**src/rtl/fetch_stage.sv**
```systemverilog
// fetch_stage: instruction-fetch stage of the 5-stage RISC-V pipeline.
// Owns the program counter, presents it to the combinational instruction
// memory and captures the returned word into the IF/ID pipeline register.
//
// Ports:
//   clk              system clock, rising edge
//   reset            asynchronous, active-high reset
//   stall            hazard-unit hold: freeze PC and IF/ID
//   redirect         taken branch/jump: load redirect_target and flush IF/ID
//   redirect_target  byte address of the redirect destination
//   imem_addr        byte address to instruction memory (equals pc)
//   imem_instr       instruction word returned by memory in the same cycle
//   if_id_instr      registered instruction for decode
//   if_id_pc         registered PC of if_id_instr
//   if_id_pc_plus4   registered if_id_pc + 4 (link value for jal/jalr)
//   if_id_valid      1 = real instruction, 0 = bubble
//   fetch_halted     1 while pc lies outside instruction memory
//   misalign_err     sticky flag, set by a redirect to a non-word address
module fetch_stage #(
    parameter logic [31:0] RESET_PC   = 32'h0000_0000,
    parameter int unsigned IMEM_BYTES = 128,
    parameter logic [31:0] NOP_INSTR  = 32'h0000_0013
) (
    input  logic        clk,
    input  logic        reset,
    input  logic        stall,
    input  logic        redirect,
    input  logic [31:0] redirect_target,
    output logic [31:0] imem_addr,
    input  logic [31:0] imem_instr,
    output logic [31:0] if_id_instr,
    output logic [31:0] if_id_pc,
    output logic [31:0] if_id_pc_plus4,
    output logic        if_id_valid,
    output logic        fetch_halted,
    output logic        misalign_err
);

    // Highest byte address at which a full word can still be fetched.
    localparam logic [31:0] LAST_PC = 32'(IMEM_BYTES - 4);

    logic [31:0] pc;
    logic [31:0] pc_next_seq;
    logic        in_range;

    always_comb begin
        in_range     = (pc <= LAST_PC);
        pc_next_seq  = pc + 32'd4;
        imem_addr    = pc;
        fetch_halted = !in_range;
    end

    // Priority: redirect > stall > normal fetch.
    always_ff @(posedge clk or posedge reset) begin
        if (reset) begin
            pc             <= RESET_PC;
            if_id_instr    <= NOP_INSTR;
            if_id_pc       <= '0;
            if_id_pc_plus4 <= 32'd4;
            if_id_valid    <= 1'b0;
            misalign_err   <= 1'b0;
        end else if (redirect) begin
            // Flush the slot; if_id_pc/if_id_pc_plus4 deliberately hold.
            pc          <= {redirect_target[31:2], 2'b00};
            if_id_instr <= NOP_INSTR;
            if_id_valid <= 1'b0;
            if (redirect_target[1:0] != 2'b00) begin
                misalign_err <= 1'b1;
            end
        end else if (!stall) begin
            if_id_pc       <= pc;
            if_id_pc_plus4 <= pc_next_seq;
            if (in_range) begin
                if_id_instr <= imem_instr;
                if_id_valid <= 1'b1;
                pc          <= pc_next_seq;
            end else begin
                // Past end of memory: keep issuing bubbles, never sample imem.
                if_id_instr <= NOP_INSTR;
                if_id_valid <= 1'b0;
            end
        end
    end

endmodule

```
**config.mk**
```make
export PLATFORM = sky130hd
export DESIGN_NAME = fetch_stage
export DESIGN_NICKNAME = d
export VERILOG_FILES = /design/src/rtl/fetch_stage.sv
export SDC_FILE = /design/constraint.sdc
export NUM_CORES = 1
export LEC_CHECK = 0
export CELL_PAD_IN_SITES_DETAIL_PLACEMENT = 1
export CELL_PAD_IN_SITES_GLOBAL_PLACEMENT = 1
export CORE_UTILIZATION = 34
export DETAILED_ROUTE_END_ITERATION = 16
export PLACE_DENSITY_LB_ADDON = 0.1
export SYNTH_ARGS = -nofsm -noshare
export SYNTH_HDL_FRONTEND = slang
export SYNTH_SLANG_ARGS = --single-unit
```
**constraint.sdc**
```tcl
create_clock -name clk -period 4.45 [get_ports clk]
set_input_delay 0.445 -clock clk [delete_from_list [all_inputs] [get_ports clk]]
set_output_delay 0.445 -clock clk [all_outputs]
set_load 0.02 [all_outputs]
```
==> flow_summary.json, run 1 <==
{
  "grt_pass1_vias": 5464,
  "cts_tree": "yes",
  "slew_headroom_pct": 22.7,
  "max_cap_violations": 0,
  "synthCells": 588,
  "first_pass_iters": 4,
  "portBuffers": 192,
  "cp.required_ns": 4.01,
  "worst_pin_slew_ns": 1.15,
  "gp_congestion": 0.769,
  "synth.top_cell.area_share_pct": 52.6,
  "ff2ff_setup_slack_ns": 1.75,
  "fin_crit_ns": 3.33,
  "whs_path_depth": 1,
  "detail_route.iter0.violations": 196,
  "yosys.area.top_type": "dfrtp_1",
  "outcome": "finished clean",
  "drive_gt1_share_pct": 9.78,
  "initial_utilization_pct": 34.7,
  "end_kind": "output pin",
  "r2r_cells": 4,
  "synth_area_per_cell_um2": 9.71,
  "crit_type": "flip-flop to output pin",
  "grt_pass1_wl_mm": 30.2,
  "cts_htree_levels": 4,
  "areaGrowthSynthToFinish_pct": 46.0,
  "clkTransAtPathRegs_ns": 0.06,
  "avgRoutedWirePerCell_um": 18.8,
  "layout_common_cells": "clkdlybuf4s50_1, nand2_1, dfrtp_1",
  "finalNonFillerCells": 987,
  "fin_setup_tns_ns": 0,
  "max_freq_mhz": 300,
  "dp_hpwl_mm": 12.9,
  "hold_violations": 0,
  "async_flop_share_pct": 100,
  "grt_overflow_total": 0,
  "via_per_inst": 5.16,
  "cp-startpoint": "imem_addr[22]$_DFFE_PP0P_",
  "die_y_um": 132,
  "layout_commonest_cell": "clkdlybuf4s50_1",
  "synth_top_flop_cell": "dfrtp_1",
  "row_count": 47,
  "io_pins": 199,
  "ys.warnings.count": 0,
  "cp.arrival_ns": 2.89,
  "maxSlewViolCount": 0,
  "place_inst": 956,
  "start_kind": "flip-flop",
  "holdCritPathClass": "flip-flop to flip-flop",
  "drc": 0,
  "cts_resized": 0,
  "leakagePower_nw": 3.38,
  "cp_slowest_stage_delay_ns": 0.64,
  "ir_drop_mv": 0.291,
  "post-cts-setup-buffer-count": 0,
  "worst_path_max_delay_cell": "nor4_1",
  "dieArea_um2": 17300,
  "fin_nets": 824,
  "min_from": "misalign_err$_DFFE_PP0P_",
  "yosysSeqAreaShare_pct": 54.4,
  "timing.hold.ws_ns": 0.470,
  "cts_sinks": 124,
  "synth_cell_types": 48,
  "skew_ns": 0.00691,
  "worst-path-max-fanout": 32,
  "ys_ff_latch": 124,
  "vias": 5093,
  "utilization_pct": 50.6,
  "r2r-end": "imem_addr[6]$_DFFE_PP0P_",
  "grt_antenna_before_repair": 0,
  "core_area_um2": 16500,
  "cts_buffer_depth": 2,
  "syn_area_um2": 5710,
  "cts_root_buf": "clkbuf_16",
  "n_antenna_cell": 0,
  "cts_hold_buf": 0,
  "clk_latency_ns": 0.41,
  "synth_area_leaders": "dfrtp_1, nand2_1, nand4b_1",
  "cts-buffers-inserted": 17,
  "cp_cell_sequence": "nor4_1, and4_1, buf_4, nand2_1, clkdlybuf4s50_1",
  "synth_edf_count": 0,
  "period_share_pct": 74.8,
  "ant_nets": 0,
  "setup_violations": 0,
  "r2r-start": "imem_addr[22]$_DFFE_PP0P_",
  "die_x_um": 132,
  "rsz0062_at_grt": "false",
  "routed_wl_mm": 18.6,
  "endpoint": "fetch_halted",
  "track_usage_pct": 22.4,
  "powerDensity_nw_per_um2": 416,
  "grt_max_degree": 97
}
==> worst max-delay path, delay by kind of cell, from the launching register on <==
| kind | cells | cell delay (ns) |
|---|---|---|
| and+or+nand+nor | 3 | 1.07 |
| buffers and inverters | 2 | 0.90 |
| DFF | 1 | 0.49 |
==> kinds of logic after synthesis <==
family	share of synthesized area, %
DFF	54.4
xor gates and xnor gates	2.15
other	0.0657
adders and majority gates	0.219
and+or+nand+nor	24.8
AOI/OAI and AO/OA	9.25
buffers and inverters	4.91
muxes	4.14
==> metal layers <==
metal  vias to the layer above  track usage (%)  part of all wire (%)
li1                       2373                -                     -
met3                        20             6.98                   6.8
met5                         -                0                     0
met1                      2545             27.6                    43
met2                       155             37.2                    49
met4                         0             7.49                   1.3
==> stage by stage <==
step | power, mW | worst slack, ns | area, um2
after floorplan | 1.69 | 0.712 | 5730
after global placement | 2.04 | 1.56 | 7720
after detailed placement | 2.06 | 1.57 | 7720
after CTS | 3.51 | 1.11 | 8340
after global routing | 3.62 | 1.03 | 8340
final | 3.47 | 1.12 | 8340
==> state kept, by name, summed over array words and instances, names as in the netlist <==
name	flops
if_id_pc_plus4	30
imem_addr	30
misalign_err	1
if_id_instr	32
if_id_pc	30
if_id_valid	1
==> worst min path at each step <==
stage	end	slack (ns)
CTS	misalign_err$_DFFE_PP0P_	0.48
detailed placement	misalign_err$_DFFE_PP0P_	0.46
global placement	misalign_err$_DFFE_PP0P_	0.45
floorplan	if_id_instr[0]$_DFFE_PP1P_	0.56
global route	if_id_pc[6]$_DFFE_PP0P_	0.50
finish	misalign_err$_DFFE_PP0P_	0.47
==> where the power goes <==
part           switching, mW  total, mW  internal, mW
logic                  0.356      0.677         0.321
clock network          0.477       1.43         0.951
registers              0.122       1.36          1.24
==> final cells by class <==
class / instances / area, um2
clock buffer: 25 / 505
tap: 220 / 275
fill: 1864 / 8130
sequential: 124 / 3110
multi-input combinational: 406 / 2350
timing repair buffer: 198 / 1960
inverter: 8 / 35.0
clock inverter: 6 / 108
==> cells in the mapped netlist (3+ instances only) <==
master / count
dfstp_2: 4
or3_1: 5
a31oi_1: 12
nand4_1: 9
nand3_1: 16
mux2_2: 21
inv_1: 8
nor3_1: 6
nor4_1: 13
nand2_1: 142
clkbuf_2: 3
dfrtp_1: 120
nand4b_1: 29
or4_1: 5
a21oi_1: 29
buf_1: 5
nor2b_1: 3
and3_1: 5
clkbuf_1: 36
nor2_1: 23
nor4b_1: 3
xnor2_1: 12
buf_4: 8
o21ai_0: 32
o31ai_1: 6
a31o_2: 3
Power figures use the tool's default switching activity.
==> inputs of run 2 (changes only) <==
CORE_UTILIZATION = 30   (was 34)
clock period = 2.9 ns   (was 4.45 ns; I/O delays follow)
==> run 2 against run 1 <==
  * Critical path type unchanged
  * Critical path depth is the same
  * Largest power group unchanged
  * Clock skew grew 0.0029 ns
  * Via count grew 0.33%
  * Sequential cell count is the same
==> flow_summary.json, run 2 (same netlist as run 1, synthesis figures left out) <==
{
  "outcome": "finished clean",
  "maxSlewViolCount": 0,
  "post-cts-setup-buffer-count": 0,
  "grt_overflow_total": 0,
  "io_pins": 199,
  "cts_root_buf": "clkbuf_16",
  "cts_tree": "yes",
  "drive_gt1_share_pct": 11.9,
  "areaGrowthSynthToFinish_pct": 49.4,
  "r2r-start": "imem_addr[2]$_DFFE_PP0P_",
  "via_per_inst": 5.02,
  "end_kind": "output pin",
  "powerDensity_nw_per_um2": 652,
  "dp_hpwl_mm": 13.3,
  "cts_buffer_depth": 2,
  "timing.hold.ws_ns": 0.300,
  "initial_utilization_pct": 30.5,
  "hold_violations": 0,
  "die_y_um": 140,
  "fin_ws_ns": 0.167,
  "worst_pin_slew_ns": 0.914,
  "rsz0062_at_grt": "false",
  "cts-buffers-inserted": 17,
  "top_register": "if_id_instr",
  "max_cap_violations": 0,
  "cts_sinks": 124,
  "preCtsSetupSlack_ns": 0.406,
  "ant_nets": 0,
  "period_share_pct": 94.2,
  "holdCritPathClass": "primary input to flip-flop",
  "leakagePower_nw": 3.47,
  "crit_type": "flip-flop to output pin",
  "row_count": 50,
  "cp.required_ns": 2.61,
  "r2r_cells": 5,
  "start_kind": "flip-flop",
  "setup_violations": 0,
  "dieArea_um2": 19600,
  "fin_crit_ns": 2.73,
  "min_to": "if_id_pc[22]$_DFFE_PP0P_",
  "largest_register_ffs": 32,
  "min_from": "stall",
  "skew_ns": 0.00984,
  "clkTransAtPathRegs_ns": 0.06,
  "fin_nets": 838,
  "routed_wl_mm": 18.9,
  "cts_htree_levels": 4,
  "grt_antenna_before_repair": 2,
  "whs_path_depth": 4,
  "gp_congestion": 0.779,
  "grt_pass1_wl_mm": 30.4,
  "cts_resized": 1,
  "ir_drop_mv": 0.370,
  "first_pass_iters": 4,
  "layout_common_cells": "clkdlybuf4s50_1, nand2_1, dfrtp_1",
  "avgRoutedWirePerCell_um": 18.6,
  "grt_pass1_vias": 5387,
  "ff2ff_setup_slack_ns": 0.44,
  "worst-path-max-fanout": 8,
  "drc": 0,
  "cp.arrival_ns": 2.44,
  "fillers": 2067,
  "core_area_um2": 18700,
  "max_freq_mhz": 366,
  "die_x_um": 140,
  "track_usage_pct": 20.1,
  "clk_latency_ns": 0.42,
  "vias": 5110,
  "slew_headroom_pct": 38.5,
  "portBuffers": 192,
  "r2r-end": "if_id_pc_plus4[26]$_DFFE_PP0P_",
  "fin_setup_tns_ns": 0,
  "cts_hold_buf": 0,
  "detail_route.iter0.violations": 244,
  "layout_commonest_cell": "clkdlybuf4s50_1",
  "grt_max_degree": 91
}
run 2: cell types whose count changed in the layout (fill, tap and decap cells not counted), sizes merged:
cell / delta
clkbuf: -5
inv: +2
diode: +1
buf: +14
bufinv: +2
clkinvlp: +2
run 2: metrics by stage:
| step | util, % | cell area, um2 | std cells | total power, mW |
|---|---|---|---|---|
| CTS | 45.6 | 8530 | 1016 | 5.63 |
| global placement | 42.0 | 7860 | 984 | 3.16 |
| detailed placement | 42.0 | 7860 | 984 | 3.19 |
| floorplan | - | 5730 | 593 | 2.59 |
| global route | 45.6 | 8530 | 1016 | 5.81 |
| finish | 45.6 | 8530 | 1017 | 5.56 |
run 2: power breakdown:
| part | total (mW) | switching (mW) | internal [mW] |
|---|---|---|---|
| Sequential | 2.07 | 0.168 | 1.90 |
| Combinational | 1.07 | 0.562 | 0.511 |
| Clock | 2.42 | 0.835 | 1.58 |
run 2: worst max-delay path by stage:
stage | end | slack [ns] | cells after the start | from
finish | fetch_halted | 0.17 | 5 | imem_addr[21]$_DFFE_PP0P_
global route | fetch_halted | 0.07 | 5 | imem_addr[21]$_DFFE_PP0P_
CTS | fetch_halted | 0.14 | 5 | imem_addr[21]$_DFFE_PP0P_
detailed placement | fetch_halted | 0.41 | 5 | imem_addr[21]$_DFFE_PP0P_
global placement | fetch_halted | 0.39 | 5 | imem_addr[21]$_DFFE_PP0P_
floorplan | if_id_pc_plus4[28]$_DFFE_PP0P_ | 0.63 | 6 | imem_addr[2]$_DFFE_PP0P_
run 2: cell type report:
class	instances	area, um2	area share (%)
Antenna cell	1	2.50	0.0293
Clock buffer	20	457	5.35
Clock inverter	12	209	2.45
Inverter	8	33.8	0.396
Multi-Input combinational cell	406	2350	27.6
Sequential cell	124	3110	36.4
Tap cell	234	293	3.43
Timing Repair Buffer	212	2070	24.3
run 2: layer usage:
| metal | global-route usage, % | wire, um |
|---|---|---|
| met5 | 0 | 8 |
| met3 | 7.35 | 1350 |
| met2 | 32.6 | 9030 |
| met1 | 25.2 | 8330 |
| met4 | 5.38 | 197 |
run 2: critical path, cell delays in order, from the launching register on:
cell	delay [ns]
dfrtp_1	0.47
nor4_2	0.51
buf_4	0.19
and4_1	0.22
nand2_1	0.07
clkdlybuf4s50_1	0.57
